===== config.mk =====
export PLATFORM = sky130hd
export DESIGN_NAME = burst_encoder_8_to_3
export DESIGN_NICKNAME = d
export VERILOG_FILES = /design/src/rtl/burst_encoder_8_to_3.sv
export SDC_FILE = /design/constraint.sdc
export NUM_CORES = 1
export LEC_CHECK = 0
export CAP_MARGIN = 30
export CORE_UTILIZATION = 48
export CTS_CLUSTER_DIAMETER = 200
export CTS_CLUSTER_SIZE = 8
export DETAILED_ROUTE_END_ITERATION = 12
export PLACE_DENSITY = 0.82
export SYNTH_ARGS = -nofsm -noshare
export SYNTH_HDL_FRONTEND = slang
export SYNTH_SLANG_ARGS = --single-unit

===== constraint.sdc =====
create_clock -name clk -period 3.75 [get_ports clk]
set_clock_uncertainty 0.05 [all_clocks]
set_input_delay 0.375 -clock clk [delete_from_list [all_inputs] [get_ports clk]]
set_output_delay 0.375 -clock clk [all_outputs]
set_load 0.05 [all_outputs]

===== src/rtl/burst_encoder_8_to_3.sv =====
// Sequential 8-to-3 encoder: latches a request vector and emits the index of each
// set bit, one per accepted output beat, in LSB-first or MSB-first priority order.
module burst_encoder_8_to_3 #(
    parameter bit LSB_FIRST = 1'b1
) (
    input  logic       clk,
    input  logic       rst_n,
    input  logic       enable,
    input  logic       in_valid,
    output logic       in_ready,
    input  logic [7:0] in_vec,
    output logic       out_valid,
    input  logic       out_ready,
    output logic [2:0] out_idx,
    output logic       out_last,
    output logic       busy,
    output logic       err_zero
);

    typedef enum logic {
        IDLE = 1'b0,
        EMIT = 1'b1
    } state_t;

    state_t     state;
    logic [7:0] pend;

    // Index of the highest-priority set bit; an all-zero vector yields 0.
    function automatic logic [2:0] pick_idx(input logic [7:0] v);
        logic [2:0] r;
        r = 3'd0;
        if (LSB_FIRST) begin
            for (int i = 7; i >= 0; i--) begin
                if (v[i]) r = i[2:0];
            end
        end else begin
            for (int i = 0; i < 8; i++) begin
                if (v[i]) r = i[2:0];
            end
        end
        return r;
    endfunction

    function automatic logic single_bit(input logic [7:0] v);
        return (v != 8'd0) && ((v & (v - 8'd1)) == 8'd0);
    endfunction

    // Outputs come from state/pend only; enable gates just the two handshake flags.
    assign busy      = (state == EMIT);
    assign in_ready  = enable && (state == IDLE);
    assign out_valid = enable && (state == EMIT);
    assign out_idx   = pick_idx(pend);
    assign out_last  = single_bit(pend);

    // Handshake FSM: accept a vector in IDLE, retire one pending bit per output beat in EMIT.
    always_ff @(posedge clk) begin
        if (!rst_n) begin
            state    <= IDLE;
            pend     <= 8'd0;
            err_zero <= 1'b0;
        end else begin
            err_zero <= 1'b0;
            case (state)
                IDLE: begin
                    if (in_valid && enable) begin
                        if (in_vec != 8'd0) begin
                            pend  <= in_vec;
                            state <= EMIT;
                        end else begin
                            err_zero <= 1'b1;
                        end
                    end
                end
                EMIT: begin
                    if (enable && out_ready) begin
                        pend <= pend & ~(8'd1 << out_idx);
                        if (out_last) begin
                            state <= IDLE;
                        end
                    end
                end
                default: begin
                    state <= IDLE;
                    pend  <= 8'd0;
                end
            endcase
        end
    end

endmodule

==> flow_summary_export.csv <==
group,metric,value,unit
sta,whs,0.5062,ns
global_route,grt.total_usage,22.99,%
finish,nFillCells,117,
sta,timing.final.crit_share,78.99,%
sta,min_period,2.962,ns
clock_tree,root_buffer,"clkbuf_4",
sta,tightest_slew,0.5011,ns
clock_tree,holdBufCountCts,0,
setup_path,cp-end-kind,"output port",
setup_path,crit_fanout,10,
routing,drc,0,
placed_design,placed_area,850.8,sq um
routing,postRouteAntennaNets,0,
clock_tree,cts_buffers,3,
routing,via_per_inst,5.907,
finish,final_cell_area,887.1,sq um
power_and_ir_drop,powerDensity,383.0,mW/mm^2
yosys,synth.yosys.seq_area_share,30.08,%
finish,drive_above_1_share,9.709,%
sta,slew-limit-headroom,66.49,%
finish,diodes,0,
yosys,yosys.area_share.simple,33.27,%
yosys,synthArstFlopShare,0,%
yosys,yosysMostFrequentCell,"dfxtp_1",
global_route,antenna_found_initial,0,
status,status,"complete, no violations",
global_route,grt_pass1_wl,2283,microns
global_route,overflow,0,
yosys,syn_avg_cell_area,7.740,sq um
setup_path,required,3.32,ns
routing,first_pass_iters,4,
routing,wirelength,1488,microns
floorplan,core_area,0.001301,sq mm
sta,maxSlewViolCount,0,
yosys,yosys-mux-area-fraction,0,%
finish,fin_util,68.17,%
setup_path,cp.arrival,2.54,ns
setup_path,worstSetupPathType,"reg -> out",
yosys,synthTopCellsByArea,"dfxtp_1 30%, o21ai_0 5.3%, nand2_1 5.1%, a21oi_1 4.5%, nor4b_1 3.9%",
floorplan,ios,21,
yosys,synth_xor_area_share,0,%
clock_tree,cts_tree,"built",
yosys,ys_ff_latch,10,
placed_design,globalplace.congestion,0.7315,
clock_tree,clk_latency,0.27,ns
setup_path,startpoint_type,"flop",
clock_tree,post_cts_buffers,0,
finish,syn_to_final_growth,33.27,%
yosys,synth.largest_area_cell,"dfxtp_1",
clock_tree,cts_resized,0,
floorplan,initial_utilization,51.15,%
sta,finalHoldViolCount,0,
placed_design,dp_hpwl,1097,microns
routing,drtIter0Drc,12,
power_and_ir_drop,leakagePower,0.2982,nW
floorplan,die_h,39.24,microns
floorplan,rows,13,
yosys,netlist_instances,86,
yosys,synth_top_family_by_area,"simple AND/OR/NAND/NOR gates",
yosys,synth-adder-area-share,0,%
routing,vias,697,
power_and_ir_drop,power,0.3397,mW
power_and_ir_drop,ir_drop,262.4,uV
clock_tree,cts_sinks,10,
yosys,synth_flop_cell,"dfxtp_1",
flow_run,maxCapViolCount,0,
sta,setup_viol,0,
yosys,syn_nets,99,
yosys,synth_compound_area_share,29.89,%
yosys,yosys.area.top_type_share,30.08,%
hold_path,hold_class,"reg -> reg",
yosys,synth-edff-count,0,
placed_design,port_buffers,20,
setup_path,slowest_delay,0.80,ns
finish,nets,117,
sta,totalNegativeSetupSlack,0,ns
sta,rsz0062_at_grt,"false",
yosys,syn_area,665.6,sq um
global_route,grt_max_degree,15,
global_route,grt_pass1_vias,551,
finish,multi_input_area,420.4,sq um
clock_tree,clkTransAtPathRegs,0.07,ns
clock_tree,cts_buffer_depth,2,
floorplan,die-width,39.24,microns
setup_path,slowest_stage,"clkdlybuf4s50_1",
routing,wl_per_cell,12.61,microns
yosys,ys_types,32,
yosys,synthTopCellsByCount,"10 x dfxtp_1, 9 x nand2_1, 7 x o21ai_0",
yosys,synth_warnings,0,
setup_path,crit_chain,"or4_4 -> nor2_2 -> nand3b_1 -> a41oi_1 -> nor2_1 -> clkdlybuf4s50_1",
sta,fmax,0.3376,GHz
finish,regArea,200.2,sq um
floorplan,dieArea,0.001540,sq mm
clock_tree,cts_max_level,1,
[flip-flops by register name (all words and copies together), names as in the netlist]
signal	count
pend	8
err_zero	1
busy	1
[metal layers]
layer | up-vias | global-route usage [%] | wire, microns
li1 | 358 | - | -
met1 | 306 | 27.27 | 693
met2 | 28 | 36.25 | 662
met3 | 5 | 5.202 | 91
met4 | 0 | 15.52 | 40
met5 | - | 0 | 0
[stage by stage]
| step | cells | worst slack (ns) |
|---|---|---|
| floorplan | 86 | 0.9684 |
| global placement | 114 | 1.155 |
| detailed placement | 114 | 1.086 |
| CTS | 118 | 0.7841 |
| global route | 118 | 0.6752 |
| finish | 118 | 0.7878 |
[path summary, 6_finish.rpt]
check | startpoint | endpoint | slack, ns | depth (start not counted)
max | pend[1] | out_last | 0.79 | 6
min reg2reg | pend[3] | pend[3] | 0.51 | 2
max reg2reg | pend[1] | busy | 2.03 | 5
min | pend[3] | pend[3] | 0.51 | 2
[cell families (layout without fill, tap and decap cells)]
logic type,count (synthesis),after routing
simple gates,37,37
flops,10,10
buf+inv,10,27
compound gates,29,29
[layout by cell type (no fill, tap or decap), types with 2 or more instances in the layout]
| cell | Yosys | routed |
|---|---|---|
| nand3b_1 | 2 | 2 |
| clkdlybuf4s50_1 | 0 | 20 |
| nor2_1 | 5 | 5 |
| nor4b_1 | 3 | 3 |
| a21boi_0 | 3 | 3 |
| nand3_1 | 5 | 5 |
| nor3_1 | 2 | 2 |
| o21ai_0 | 7 | 7 |
| and2_1 | 2 | 2 |
| clkbuf_4 | 0 | 3 |
| nand2_1 | 9 | 9 |
| dfxtp_1 | 10 | 10 |
| o21a_1 | 2 | 2 |
| a21oi_1 | 6 | 6 |
| a211oi_1 | 2 | 2 |
| nor4_1 | 2 | 2 |
| inv_1 | 3 | 3 |
| nor2b_1 | 2 | 2 |
[cell type report]
cell class / instances / area share [%]
Tap cell: 15 / 2.116
Clock buffer: 4 / 4.090
Multi-Input combinational cell: 66 / 47.39
Timing Repair Buffer: 20 / 22.57
Inverter: 3 / 1.269
Sequential cell: 10 / 22.57
[critical path, delay by kind of cell, from the launching register on]
| family | cells | cell delay [ns] |
|---|---|---|
| simple gates | 4 | 0.99 |
| flops | 1 | 0.40 |
| compound gates | 1 | 0.07 |
| buf+inv | 1 | 0.80 |
[power by group]
| part | total [mW] | switching [mW] | leakage (nW) | internal, mW |
|---|---|---|---|---|
| sequential | 0.125 | 0.0130 | 0.0816 | 0.112 |
| combinational | 0.117 | 0.0669 | 0.196 | 0.0504 |
| clock | 0.0978 | 0.0388 | 0.0210 | 0.0591 |
No activity file was read; power rests on OpenSTA's default activity.
